--- src/rtl/mux_rr_arbiter_if.sv ---
// Handshake bundle between the round-robin arbiter and its requesters/consumer.
// With ARB_LOCK_EN defined, a per-requester lock vector is added after out_ready.
interface mux_rr_arbiter_if #(
    parameter int INS = 8,
    parameter int DW  = 8
);
    localparam int SW = $clog2(INS);

    logic [INS-1:0]    req;
    logic [INS*DW-1:0] din;
    logic [INS-1:0]    gnt;
    logic [SW-1:0]     sel;
    logic              out_valid;
    logic              out_ready;
`ifdef ARB_LOCK_EN
    logic [INS-1:0]    lock;
`endif
    logic [DW-1:0]     dout;
    logic              busy;

`ifdef ARB_LOCK_EN
    modport master (
        output req, din, out_ready, lock,
        input  gnt, sel, out_valid, dout, busy
    );

    modport slave (
        input  req, din, out_ready, lock,
        output gnt, sel, out_valid, dout, busy
    );
`else
    modport master (
        output req, din, out_ready,
        input  gnt, sel, out_valid, dout, busy
    );

    modport slave (
        input  req, din, out_ready,
        output gnt, sel, out_valid, dout, busy
    );
`endif
endinterface

--- src/rtl/mux_rr_arbiter.sv ---
// Round-robin N:1 arbiter with a registered valid/ready output word.
// Optional burst locking of the round-robin pointer is enabled by the ARB_LOCK_EN macro.
module mux_rr_arbiter #(
    parameter int INS = 8,
    parameter int DW  = 8
) (
    input  logic              clk,
    input  logic              reset,
    mux_rr_arbiter_if.slave   bus
);

    localparam int              SW    = $clog2(INS);
    localparam logic [SW-1:0]   LAST  = SW'(INS - 1);
    localparam logic [SW:0]     INS_W = (SW + 1)'(INS);

    typedef enum logic {
        IDLE,
        GRANT
    } state_t;

    state_t         r_state;
    logic [SW-1:0]  r_ptr;
    logic [SW-1:0]  r_sel;
    logic [DW-1:0]  r_dout;
    logic           r_valid;
    logic           r_busy;
    logic [INS-1:0] r_gnt;

    logic [INS-1:0] w_rot;
    logic           w_found;
    logic [SW-1:0]  w_off;
    logic [SW:0]    w_sum;
    logic [SW-1:0]  w_pick;
    logic [DW-1:0]  w_word;
    logic [INS-1:0] w_sel_oh;
    logic [SW-1:0]  w_ptr_next;
    logic           w_hold_ptr;

    // Rotate req so bit k is requester (ptr+k) mod INS; the lowest set bit wins.
    assign w_rot = INS'({bus.req, bus.req} >> r_ptr);

    always_comb begin
        w_found = 1'b0;
        w_off   = '0;
        for (int k = INS - 1; k >= 0; k--) begin
            if (w_rot[k]) begin
                w_found = 1'b1;
                w_off   = SW'(k);
            end
        end
    end

    assign w_sum  = {1'b0, r_ptr} + {1'b0, w_off};
    assign w_pick = (w_sum >= INS_W) ? SW'(w_sum - INS_W) : w_sum[SW-1:0];

    always_comb begin
        w_word = '0;
        for (int k = 0; k < INS; k++) begin
            if (w_pick == SW'(k)) begin
                w_word = bus.din[k*DW +: DW];
            end
        end
    end

    assign w_sel_oh   = {{(INS-1){1'b0}}, 1'b1} << r_sel;
    assign w_ptr_next = (r_sel == LAST) ? '0 : r_sel + 1'b1;

`ifdef ARB_LOCK_EN
    assign w_hold_ptr = |(bus.lock & w_sel_oh);
`else
    assign w_hold_ptr = 1'b0;
`endif

    // Arbitration happens only in IDLE; GRANT freezes sel/dout until the consumer takes the word.
    always_ff @(posedge clk or posedge reset) begin
        if (reset) begin
            r_state <= IDLE;
            r_ptr   <= '0;
            r_sel   <= '0;
            r_dout  <= '0;
            r_valid <= 1'b0;
            r_busy  <= 1'b0;
            r_gnt   <= '0;
        end else begin
            r_gnt <= '0;
            case (r_state)
                IDLE: begin
                    if (w_found) begin
                        r_sel   <= w_pick;
                        r_dout  <= w_word;
                        r_valid <= 1'b1;
                        r_busy  <= 1'b1;
                        r_state <= GRANT;
                    end
                end
                GRANT: begin
                    if (r_valid && bus.out_ready) begin
                        r_gnt   <= w_sel_oh;
                        r_valid <= 1'b0;
                        r_busy  <= 1'b0;
                        r_state <= IDLE;
                        if (!w_hold_ptr) begin
                            r_ptr <= w_ptr_next;
                        end
                    end
                end
            endcase
        end
    end

    assign bus.gnt       = r_gnt;
    assign bus.sel       = r_sel;
    assign bus.out_valid = r_valid;
    assign bus.dout      = r_dout;
    assign bus.busy      = r_busy;

endmodule

--- src/flat_wrapper.sv ---
// flat-port wrapper written by rule: the top's interface ports become plain ports
module mux_rr_arbiter_flat 
#(
    parameter int INS = 8,
    parameter int DW  = 8
)
  (clk, reset, bus_req, bus_din, bus_out_ready, bus_gnt, bus_sel, bus_out_valid, bus_dout, bus_busy);
  mux_rr_arbiter_if #(.INS(INS), .DW(DW)) bus_i ();
  input  logic clk;
  input  logic reset;
  input wire logic [$bits(bus_i.req)-1:0] bus_req;
  input wire logic [$bits(bus_i.din)-1:0] bus_din;
  input wire logic [$bits(bus_i.out_ready)-1:0] bus_out_ready;
  output wire logic [$bits(bus_i.gnt)-1:0] bus_gnt;
  output wire logic [$bits(bus_i.sel)-1:0] bus_sel;
  output wire logic [$bits(bus_i.out_valid)-1:0] bus_out_valid;
  output wire logic [$bits(bus_i.dout)-1:0] bus_dout;
  output wire logic [$bits(bus_i.busy)-1:0] bus_busy;
  assign bus_i.req = bus_req;
  assign bus_i.din = bus_din;
  assign bus_i.out_ready = bus_out_ready;
  assign bus_gnt = bus_i.gnt;
  assign bus_sel = bus_i.sel;
  assign bus_out_valid = bus_i.out_valid;
  assign bus_dout = bus_i.dout;
  assign bus_busy = bus_i.busy;
  mux_rr_arbiter #(.INS(INS), .DW(DW)) u_core (.clk(clk), .reset(reset), .bus(bus_i));
endmodule
--- config.mk ---
export PLATFORM = sky130hd
export DESIGN_NAME = mux_rr_arbiter_flat
export DESIGN_NICKNAME = d
export VERILOG_FILES = /design/src/rtl/mux_rr_arbiter_if.sv /design/src/rtl/mux_rr_arbiter.sv /design/src/flat_wrapper.sv
export SDC_FILE = /design/constraint.sdc
export NUM_CORES = 1
export LEC_CHECK = 0
export CORE_ASPECT_RATIO = 0.8
export CORE_UTILIZATION = 46
export CTS_BUF_LIST = sky130_fd_sc_hd__clkbuf_4 sky130_fd_sc_hd__clkbuf_8
export DETAILED_ROUTE_END_ITERATION = 8
export MAX_ROUTING_LAYER = met4
export PLACE_DENSITY = 0.89
export SYNTH_ARGS = -nofsm -noshare
export SYNTH_HDL_FRONTEND = slang
export SYNTH_SLANG_ARGS = --single-unit
--- constraint.sdc ---
create_clock -name clk -period 9.9 [get_ports clk]
set_input_delay 1.485 -clock clk [delete_from_list [all_inputs] [get_ports clk]]
set_output_delay 1.485 -clock clk [all_outputs]
set_load 0.005 [all_outputs]
==> results.txt, run 1 <==
The run finished with clean final reports. The final worst-path cycle share is 49.37%, and the arrival time reported for the critical path endpoint is 5030 ps. The synthesized netlist devotes 5.178% of its cell area to adder and majority cells.

Multiplexer cells account for 25.05% of the synthesized area. For the pin with the worst max-slew slack, the measured transition is 918.2 ps. The H-tree depth reported by CTS came out at 1.

The tools report the total routing usage reported by global routing as 24.75%. Along the worst path, the maximum fanout reaches 17. The routed metal-1 wirelength was 2236 um; the register bit total from synthesis was 24. After synthesis, the largest family of logic cells by area is multiplexers. For the hold-fix buffer count after cts, the log shows 0. At the worst endpoint, the required time is 10050 ps. The proportion of total power due to net switching is 41.28%.

Maximum VDD drop: 0.0002606 V. 0 antenna diodes ended up in the layout. STA classifies the critical path endpoint as a flip-flop.

After detailed routing, the met3 layer carries 434 um of wire. Setup violations remaining at the end of the flow were counted as 0. The initial antenna violation count is 0. The number of placed instances, taps included, is 334. The largest total area in the synthesized netlist belongs to dfrtp_1. Setup repair after global routing left no endpoint under its margin.

Leading cell type in the layout, fill and taps excluded: clkdlybuf4s50_1. The count of cells in the finished layout, fillers not included, comes to 338. Of the total power, registers draw 19.0%. Counting every net in the synthesized netlist gives 276. The die is 62.12 um tall.

Once the clock tree was built, the resizer swapped 0 gates to a different size. For this design the top-level I/O count stands at 96. The max-slew violation count came out at 0.

The count of flip-flops with a built-in enable after synthesis was 0. The tools report the cell chosen for the clock root as clkbuf_8. Across the run, the number of max-cap violations was 0.

The portion of synthesized cell area occupied by the leading cell type was 28.90%; the sequential element share of the synthesized area was 28.90%. The top cell types in the final layout, fill and taps aside, are clkdlybuf4s50_1 (95), dfrtp_1 (24), mux4_2 (20). The type of the tightest min-delay check was flip-flop to flip-flop.

The cell area that synthesis handed to floorplanning was 2078 sq um. In this run the power spent charging and discharging nets is 0.0003982 W. In this run, CTS created clock tree buffers numbering 3. The logs give 4257 sq um for the core outline area and 51 for the distinct cell type count after synthesis. STA classifies the critical path startpoint as an input pin. The synthesis-to-layout area growth is 49.97%.

The run gives 2710 um as the wire length on met2. The aggregate global routing overflow is 0, and the minimum period implied by the final worst setup slack is 4887 ps. The remaining number of nets flagged by the antenna check after routing is 0, and the compound-cell area share of the yosys netlist is 16.74%.

The proportion of synthesized flip-flops having asynchronous set or reset works out to 100.0%. Via count of the first global-routing pass: 1897. Synthesis handed over a netlist of 193 instances. Wire length of the first global-routing pass: 9073 um. After detailed routing, the number of vias per cell comes to 5.840. Number of buffers inserted by port buffering: 95.

The setup path with the least slack is of type input pin to flip-flop. At the end of routability-driven placement, the weighted congestion stood at 0.8516. During synthesis, Yosys emitted a total of 0 warnings. The synthesized netlist devotes 18.84% of its cell area to simple gates. The predominant post-synthesis flop cell is dfrtp_1. The post-route netlist has 14.95% of its cells at a drive strength greater than 1. In this run, the number of DRC markers left after iteration 0 of detailed routing was 89. Once the floorplan was initialized, standard cells occupied 48.82% of the core. The logs give 72.0% for the part of the total power dissipated in combinational logic and 5508 um for the total routed wirelength. The clock net in this run drives a total of 24 sinks. The headroom to the max-slew limit was 38.79%. The wire-length estimate of the detail-placed layout is 4378 um. In this run the static leakage power is 1.244 nW. Once the clock tree was built, the setup fixing pass inserted 0 buffers. The via total after detailed routing was 1974. The clock transition at the registers of the reported paths was 90 ps. The run gives 0.0005664 W as the internal power contribution. After synthesis, the cell types taking the most area are dfrtp_1 (29%), mux4_2 (22%), ha_1 (4.2%), o21ai_0 (3.9%), a31oi_1 (3.0%).

Based on the critical path, the design can be clocked at up to 204.6 MHz. The run gives 4793 sq um as the area enclosed by the die boundary. Signal routing reaches up to met4. In the final routed layout, each cell accounts on average for 16.30 um. The clock passes through at most 2 buffers.

TritonCTS built the clock tree. Dividing total power by cell area gives a power density of 309.5 nW/um^2. The tools report the number of failing hold endpoints at the final stage as 0. The number of nets at the end of the flow was 365.

In this run, the clock network consumes 9.0% of the power. The maximum number of pins on one net before global-route repair is 25, and the clock latency reported for the late side of the worst-skew pair is 270 ps. The initialized floorplan defines 21 standard-cell rows.

Dividing the synthesized area by the synthesized cell count gives 10.77 sq um. Between clock sinks in the finished design, the worst skew comes to 2.809 ps. The first detailed-routing pass took 4 iterations. The die is 77.15 um wide. Of the total synthesized cell area, the portion taken by XOR and XNOR cells is 0.8429%. Final routed DRC violation total: 0.

Summed over all failing endpoints, the final setup total negative slack is 0 ps.
-- cells by family after synthesis --
group	after synthesis
buf+inv	20
fa+ha+maj	8
flops	24
mux	25
simple gates	62
compound gates	52
xor+xnor	2
-- state kept, by name, indices dropped and copies added (netlist names) --
register	flops
u_core.bus.dout	8
u_core.bus.gnt	8
u_core.bus.out_valid	1
u_core.bus.sel	3
u_core.r_ptr	3
u_core.r_state	1
-- stage by stage --
step	hold WS [ps]	setup WS (ps)	power [W]	util, %	cell area, sq um
2_1_floorplan	527.2	5527	0.0007113	-	2078
3_3_place_gp	526.0	4846	0.0008691	71.55	3045
3_5_place_dp	539.4	4741	0.0008813	71.55	3045
4_1_cts	559.5	5027	0.0009721	73.22	3117
5_1_grt	591.7	4784	0.001043	73.22	3117
6_report	554.2	5013	0.0009647	73.22	3117
-- layer usage --
layer	GRT usage [%]	vias up
met3	3.529	10
met2	40.38	115
met1	32.08	930
met4	7.547	0
met5	-	-
li1	-	919
-- synth_stat cells, drive strengths merged (4+ instances only) --
cell type  instances
dfrtp             24
and2               4
nand2              8
a31oi             10
buf                5
a21oi             10
mux4              21
nand3             11
and3               8
ha                 7
o21ai             18
a21o               4
nor3               4
nor2              13
clkbuf             7
inv                8
-- power by group through the flow --
| stage | logic (W) | clock network, W | registers, W |
|---|---|---|---|
| 2_1_floorplan | 0.000553 | 0 | 0.000158 |
| 3_3_place_gp | 0.000685 | 0 | 0.000185 |
| 3_5_place_dp | 0.000696 | 0 | 0.000186 |
| 4_1_cts | 0.000701 | 0.0000874 | 0.000184 |
| 5_1_grt | 0.000761 | 0.0000908 | 0.000191 |
| 6_report | 0.000695 | 0.0000868 | 0.000183 |
-- path summary, 6_finish.rpt --
check | end | cells past startpoint | from | slack [ps]
worst max register to register | u_core.bus.dout[0] | 10 | u_core.r_ptr[0] | 5940
worst min register to register | u_core.bus.dout[4] | 2 | u_core.bus.dout[4] | 550
worst min-delay path | u_core.bus.dout[4] | 2 | u_core.bus.dout[4] | 550
max in group asynchronous | u_core.bus.sel[2] | 2 | reset | 7650
worst max-delay path | u_core.bus.dout[0] | 13 | bus_req[6] | 5010
min in group asynchronous | u_core.bus.dout[6] | 2 | reset | 1700
-- final cells by class --
type / instances / area (sq um)
well taps: 57 / 71.32
repair buffers: 96 / 958.4
multi-input cells: 149 / 1385
fillers: 329 / 1140
clock buffers: 3 / 41.29
inverters: 8 / 30.03
flip-flops and latches: 24 / 600.6
clock inverters: 1 / 30.03
-- critical path, stage by stage --
cell             delay, ps
clkdlybuf4s50_1        590
nor2b_4                250
a211o_1                120
o21ai_0                150
a21o_1                 240
a21oi_1                180
nand2_1                 80
a21o_1                 180
ha_1                   180
fa_1                   970
mux4_2                 420
nand3_1                100
a31oi_1                100
No activity file was read; power rests on OpenSTA's default activity.
==> run 2: changes to the inputs <==
--- a/config.mk
+++ b/config.mk
@@ -6,11 +6,11 @@
 export NUM_CORES = 1
 export LEC_CHECK = 0
 export CORE_ASPECT_RATIO = 0.8
-export CORE_UTILIZATION = 46
+export CORE_UTILIZATION = 39
 export CTS_BUF_LIST = sky130_fd_sc_hd__clkbuf_4 sky130_fd_sc_hd__clkbuf_8
 export DETAILED_ROUTE_END_ITERATION = 8
 export MAX_ROUTING_LAYER = met4
-export PLACE_DENSITY = 0.89
+export PLACE_DENSITY = 0.8
 export SYNTH_ARGS = -nofsm -noshare
 export SYNTH_HDL_FRONTEND = slang
 export SYNTH_SLANG_ARGS = --single-unit
==> constraint.sdc (replaced) <==
create_clock -name clk -period 4.05 [get_ports clk]
set_input_delay 0.6075 -clock clk [delete_from_list [all_inputs] [get_ports clk]]
set_output_delay 0.6075 -clock clk [all_outputs]
set_load 0.005 [all_outputs]
==> results.txt, run 2 (synthesized netlist as in run 1, its figures left out) <==
Remaining number of nets flagged by the antenna check after routing: 0 (unchanged). The tools report the clock latency reported for the late side of the worst-skew pair as 270 ps (about the same). The run gives 5065 sq um (was 4257 sq um) as the core outline area. For this run, the top clock speed supported by timing is 271.9 MHz. The final worst-path cycle share was 90.81%. The flow ran to the end, and the final reports show no timing, DRC or antenna violations. The tools report the number of nets at the end of the flow as 369 (was 365). The logs give 3810 ps (was 5030 ps) for the arrival time reported for the critical path endpoint and 425 (was 329) for the fill cell total of the finished layout. The highest fanout seen on the critical path was 18 (was 17); the sum of negative setup slack was 0 ps (unchanged).

The number of buffers inserted during clock tree synthesis came out at 3 (unchanged). The tools report the H-tree depth reported by CTS as 1 (unchanged). Reg-to-reg critical path startpoint: u_core.r_ptr[0] (unchanged).

The logic depth of the worst register-to-register path is 14 (was 10), and the register-to-register setup slack is 370 ps (was 5940 ps). The number of buffers inserted by port buffering came out at 95 (unchanged). Beginning of the critical path: u_core.r_ptr[0] (was bus_req[6]).

The tools report the reg-to-reg critical path endpoint as u_core.bus.dout[1] (was u_core.bus.dout[0]). The logs give 5410 um (was 5508 um) for the total routed wirelength and 4 (unchanged) for the number of iterations in the first detailed-routing pass. Slowest cell on the critical path: dfrtp_1 (was fa_1). The run gives 0 (unchanged) as the number of failing hold endpoints at the final stage.

The required time at the endpoint of the critical path was 4190 ps (was 10050 ps). The end point of the most critical hold path is u_core.bus.dout[2] (was u_core.bus.dout[4]). Setup repair after global routing left no endpoint under its margin.

The synthesis-to-layout area growth was 52.32% (was 49.97%); the final routed DRC violation total was 0 (unchanged). The tools report the area of all placed cells without fillers as 3166 sq um (was 3117 sq um). The run gives 1.268 nW (was 1.244 nW) as the static leakage. Commonest non-fill, non-tap cells in the layout: clkdlybuf4s50_1 (95), dfrtp_1 (24), mux4_2 (20) (unchanged).

The maximum VDD drop was 0.0005356 V (was 0.0002606 V); the initial standard-cell utilization of the core was 41.03% (was 48.82%). The tools report the final clock skew as 6.380 ps (was 2.809 ps). The run gives 24 (unchanged) as the clock sink count. The wire length of the first global-routing pass came out at 8728 um (was 9073 um). The cell area power density works out to 785.1 nW/um^2 (was 309.5 nW/um^2).

The aggregate global routing overflow was 0 (unchanged); the die width was 83.62 um (was 77.15 um). The clock tree buffer depth came out at 2 (unchanged). Cell-by-cell listing of the critical path: buf_4, mux2_2, nor2_1, o21ai_0, a21boi_0, a21oi_1, a21oi_1, a21o_1, ha_1, fa_1, buf_4, mux4_2, nand3_1, a31oi_1 (was clkdlybuf4s50_1, nor2b_4, a211o_1, o21ai_0, a21o_1, a21oi_1, nand2_1, a21o_1, ha_1, fa_1, mux4_2, nand3_1, a31oi_1).

The number of endpoints failing setup at the final stage is 0 (unchanged), and the number of maximum-capacitance constraint violations is 0 (unchanged). The tools report the cell chosen for the clock root as clkbuf_8 (unchanged). Sort of element at the end of the critical path: a flip-flop (unchanged). Hold-fix buffer count after cts: 0 (unchanged).

The final weighted congestion in routability-driven placement came out at 0.7908 (was 0.8516). The half-perimeter wire length of the detailed placement result is 4325 um (was 4378 um). The final antenna diode count came out at 0 (unchanged). The class of the most critical setup path was flip-flop to flip-flop (was input pin to flip-flop). The slew at the pin closest to its max-slew limit works out to 854.7 ps (was 918.2 ps). For the number of DRC violations after detailed-routing iteration 0, the log shows 149 (was 89). The via count of the first global-routing pass was 1887 (was 1897); the initial antenna violation count was 0 (unchanged). The tools report the instance area at placement as 3094 sq um (was 3045 sq um). The logs give 19.91% (was 24.75%) for the total routing usage reported by global routing and 5626 sq um (was 4793 sq um) for the area enclosed by the die boundary. Type of the tightest min-delay check: flip-flop to flip-flop (unchanged).

The instance count along the most critical hold path works out to 2 (unchanged). The clock transition at the registers of the reported paths was 90 ps (about the same); the headroom to the max-slew limit was 42.96% (was 38.79%). The number of gates resized after CTS came out at 0 (unchanged). The smallest clock period supported by the final layout is computed as 3678 ps. TritonCTS built the clock tree. Setup fix buffers added after clock tree synthesis: 0 (unchanged). The tools report the critical path launch point type as a flip-flop (was an input pin). The biggest cell delay along the critical path was 840 ps (was 970 ps); the max-slew violation count was 0 (unchanged). The hold path startpoint is u_core.bus.dout[2] (was u_core.bus.dout[4]). The leading cell type in the layout, fill and taps excluded was clkdlybuf4s50_1 (unchanged). The logs give 25 (unchanged) for the maximum number of pins on one net before global-route repair and 96 (unchanged) for the total I/O pin count.

The placement row count is 23 (was 21). The chip height was 67.29 um (was 62.12 um); the wire length per cell after detailed routing was 15.59 um (was 16.30 um). The routed via count divided by cell count was 5.692 (was 5.840). The share of layout cells above drive strength 1 came out at 16.14% (was 14.95%).

Via total after detailed routing: 1975 (was 1974).
## run 2: worst max path at each step
stage	end	cells past startpoint	slack, ps
3_5_place_dp	u_core.bus.dout[1]	14	210
6_report	u_core.bus.dout[1]	14	370
5_1_grt	u_core.bus.dout[1]	14	110
4_1_cts	u_core.bus.dout[1]	14	390
2_1_floorplan	u_core.bus.dout[0]	12	440
3_3_place_gp	u_core.bus.dout[1]	14	250
## run 2: layout make-up
cell class | instances | area (sq um) | area share (%)
inverter | 8 | 30.03 | 0.9486
clock buffer | 3 | 41.29 | 1.304
timing repair buffer | 100 | 1001 | 31.62
clock inverter | 1 | 30.03 | 0.9486
tap | 62 | 77.57 | 2.451
multi-input combinational | 149 | 1385 | 43.75
sequential | 24 | 600.6 | 18.97
## run 2: report_power, final
group          total, W  switching, W  internal (W)
sequential     0.000448      0.000131      0.000317
combinational   0.00183      0.000806       0.00102
clock          0.000210     0.0000775      0.000132
total           0.00249       0.00101       0.00147
## run 2: stage by stage
stage          std cells  util (%)  worst slack, ps  hold WS, ps  power [W]
2_1_floorplan        193         -            437.2        527.2   0.001739
3_3_place_gp         343     61.09            253.3        532.4   0.002249
5_1_grt              347     62.50            107.1        586.3   0.002666
4_1_cts              347     62.50            387.4        555.8   0.002500
3_5_place_dp         343     61.09            209.9        537.9   0.002282
6_report             347     62.50            372.4        552.2   0.002485
## run 2: layer usage
metal,GRT usage [%],routed length [um]
met1,25.67,2296
met2,35.37,2727
met3,2.200,347
met4,2.542,38
met5,-,0
## run 2: worst max-delay path: cells and delay by family (launching register included)
family,cells,cell delay [ps]
AND/OR/NAND/NOR,2,280
flip-flops,1,840
multiplexers,2,630
buffers and inverters,2,470
adder cells (fa/ha/maj),2,590
AO/OA/AOI/OAI,6,730
==> run 3: changes to the inputs <==
--- a/config.mk
+++ b/config.mk
@@ -9,7 +9,6 @@
 export CORE_UTILIZATION = 39
 export CTS_BUF_LIST = sky130_fd_sc_hd__clkbuf_4 sky130_fd_sc_hd__clkbuf_8
 export DETAILED_ROUTE_END_ITERATION = 8
-export MAX_ROUTING_LAYER = met4
 export PLACE_DENSITY = 0.8
 export SYNTH_ARGS = -nofsm -noshare
 export SYNTH_HDL_FRONTEND = slang
==> results.txt, run 3 (synthesized netlist as in run 1, its figures left out) <==
The via count of the first global-routing pass is 1843 (was 1887). The tools report the critical path launch point type as an input pin (was a flip-flop). For the maximum VDD drop, the log shows 0.0006794 V (was 0.0005356 V). The clock transition at the registers of the reported paths was 80 ps (was 90 ps). The number of buffers inserted during clock tree synthesis was 3 (unchanged). Commonest non-fill, non-tap cells in the layout: clkdlybuf4s50_1 (95), dfrtp_1 (24), mux4_2 (20) (unchanged).

For the part of the total power dissipated in the clock network, the log shows 8.5% (was 8.4%). The proportion of total power due to net switching is 40.82% (about the same), and the wire length of the first global-routing pass is 8342 um (was 8728 um). TritonCTS built the clock tree. Setup fix buffers added after clock tree synthesis: 0 (unchanged). The max-slew violation count is 0 (unchanged), and the chip height is 67.29 um (unchanged). Number of DRC violations after detailed-routing iteration 0: 113 (was 149).

For the core outline area, the log shows 5065 sq um (unchanged). The highest fanout seen on the critical path works out to 17 (was 18). The multi-input logic area is 1385 sq um (unchanged). The synthesis-to-layout area growth is 51.96% (was 52.32%), and the number of nets at the end of the flow is 368 (was 369). The cell chosen for the clock root was clkbuf_8 (unchanged).

The part of the total power dissipated in combinational logic was 73.5% (about the same); the highest achievable clock rate was 272.8 MHz (was 271.9 MHz). The run gives 0.8568 (was 0.7908) as the final weighted congestion in routability-driven placement. The run gives 0 (unchanged) as the hold-fix buffer count after cts. The final worst-path cycle share is 90.53% (was 90.81%).

The die width was 83.62 um (unchanged); the minimum period implied by the final worst setup slack was 3666 ps (was 3678 ps). The instance count along the most critical hold path is 2 (unchanged), and the slew at the pin closest to its max-slew limit is 860.6 ps (was 854.7 ps). The cell area power density was 773.4 nW/um^2 (was 785.1 nW/um^2); the sum of negative setup slack was 0 ps (unchanged). The total net switching power is 0.0009970 W (was 0.001014 W), and the H-tree depth reported by CTS is 1 (unchanged). The total routing usage reported by global routing was 18.63% (was 19.91%); the aggregate global routing overflow was 0 (unchanged). Initial antenna violation count: 0 (unchanged). The internal power contribution is 0.001445 W (was 0.001471 W), and the final routed DRC violation total is 0 (unchanged).

Leading cell type in the layout, fill and taps excluded: clkdlybuf4s50_1 (unchanged). The number of buffers inserted by port buffering came out at 95 (unchanged). The static leakage was 1.263 nW (was 1.268 nW); the clock tree buffer depth was 2 (unchanged). The tools report the register-to-register setup slack as 440 ps (was 370 ps). The total routed wirelength is 5228 um (was 5410 um), and the number of gates resized after CTS is 0 (unchanged).

The logs give 600.6 sq um (unchanged) for the area of all sequential standard cells and 425 (unchanged) for the fill cell total of the finished layout. The share of layout cells above drive strength 1 is 15.85% (was 16.14%). The logs give 0 (unchanged) for the final antenna diode count and 0 (unchanged) for the number of endpoints failing setup at the final stage. The remaining number of nets flagged by the antenna check after routing was 0 (unchanged); the logic depth of the worst register-to-register path was 11 (was 14). Half-perimeter wire length of the detailed placement result: 4313 um (was 4325 um). For the final clock skew, the log shows 2.391 ps (was 6.380 ps). The sort of element at the end of the critical path was a flip-flop (unchanged). The maximum number of pins on one net before global-route repair was 25 (unchanged); the area enclosed by the die boundary was 5626 sq um (unchanged).

Initial standard-cell utilization of the core: 41.03% (unchanged). Fraction of the core area covered by cells at the end of the flow: 62.35% (was 62.50%). The type of the tightest min-delay check was flip-flop to flip-flop (unchanged). The tools report the clock latency reported for the late side of the worst-skew pair as 270 ps (about the same). Setup repair after global routing left no endpoint under its margin. The flow ran to the end, and the final reports show no timing, DRC or antenna violations.

The via total after detailed routing was 1931 (was 1975); the required time at the endpoint of the critical path was 4200 ps (was 4190 ps). The tools report the headroom to the max-slew limit as 42.56% (was 42.96%). The routed via count divided by cell count is 5.581 (was 5.692), and the total I/O pin count is 96 (unchanged). The share of power burned in registers is 18.1% (was 18.0%), and the clock sink count is 24 (unchanged). Number of maximum-capacitance constraint violations: 0 (unchanged). Number of iterations in the first detailed-routing pass: 4 (unchanged). The arrival time reported for the critical path endpoint came out at 3810 ps (about the same).

The placement row count is 23 (unchanged). Wire length per cell after detailed routing: 15.11 um (was 15.59 um). The run gives 0 (unchanged) as the number of failing hold endpoints at the final stage. The class of the most critical setup path was input pin to flip-flop (was flip-flop to flip-flop).
## run 3: worst paths after layout
check	start	to
hold reg to reg	u_core.bus.dout[4]	u_core.bus.dout[4]
setup reg to reg	u_core.r_ptr[0]	u_core.bus.dout[4]
min in group asynchronous	reset	u_core.bus.gnt[2]
max in group asynchronous	reset	u_core.bus.dout[0]
setup / recovery	bus_req[6]	u_core.bus.dout[4]
hold / removal	u_core.bus.dout[4]	u_core.bus.dout[4]
## run 3: cell type report
class	instances	share of cell area, %
inverters	8	0.9509
well taps	62	2.456
flip-flops and latches	24	19.02
clock buffers	3	1.307
repair buffers	99	31.46
multi-input cells	149	43.86
clock inverters	1	0.9509
## run 3: stage by stage
stage	setup slack [ps]	cells	total power (W)	area (sq um)	hold slack, ps
2_1_floorplan	437.2	193	0.001739	2078	527.2
3_3_place_gp	212.1	342	0.002225	3087	531.7
3_5_place_dp	103.7	342	0.002263	3087	541.6
4_1_cts	398.3	346	0.002474	3158	555.8
5_1_grt	228.1	346	0.002627	3158	588.5
6_report	383.7	346	0.002442	3158	553.8
## run 3: metal layers
layer | GRT usage, % | vias up | part of all wire [%]
met5 | 0 | - | 0
met2 | 33.64 | 76 | 49
met3 | 3.545 | 2 | 6.2
met1 | 23.62 | 922 | 44
li1 | - | 931 | -
met4 | 4.237 | 0 | 0.59
## run 3: power by group through the flow
stage / sequential (W) / combinational (W) / clock (W)
6_report: 0.000441 / 0.00179 / 0.000207
5_1_grt: 0.000456 / 0.00195 / 0.000222
4_1_cts: 0.000441 / 0.00182 / 0.000213
3_5_place_dp: 0.000447 / 0.00182 / 0
3_3_place_gp: 0.000443 / 0.00178 / 0
2_1_floorplan: 0.000386 / 0.00135 / 0
## run 3: critical path: stages
cell and delay, ps:
clkdlybuf4s50_1 580, nor2b_4 240, a211o_1 110, o21ai_0 130, a21o_1 230, a21oi_1 180
nand2_1 80, a21o_1 180, ha_1 190, fa_1 470, buf_4 250, mux4_2 330
nand3_1 130, a31oi_1 100
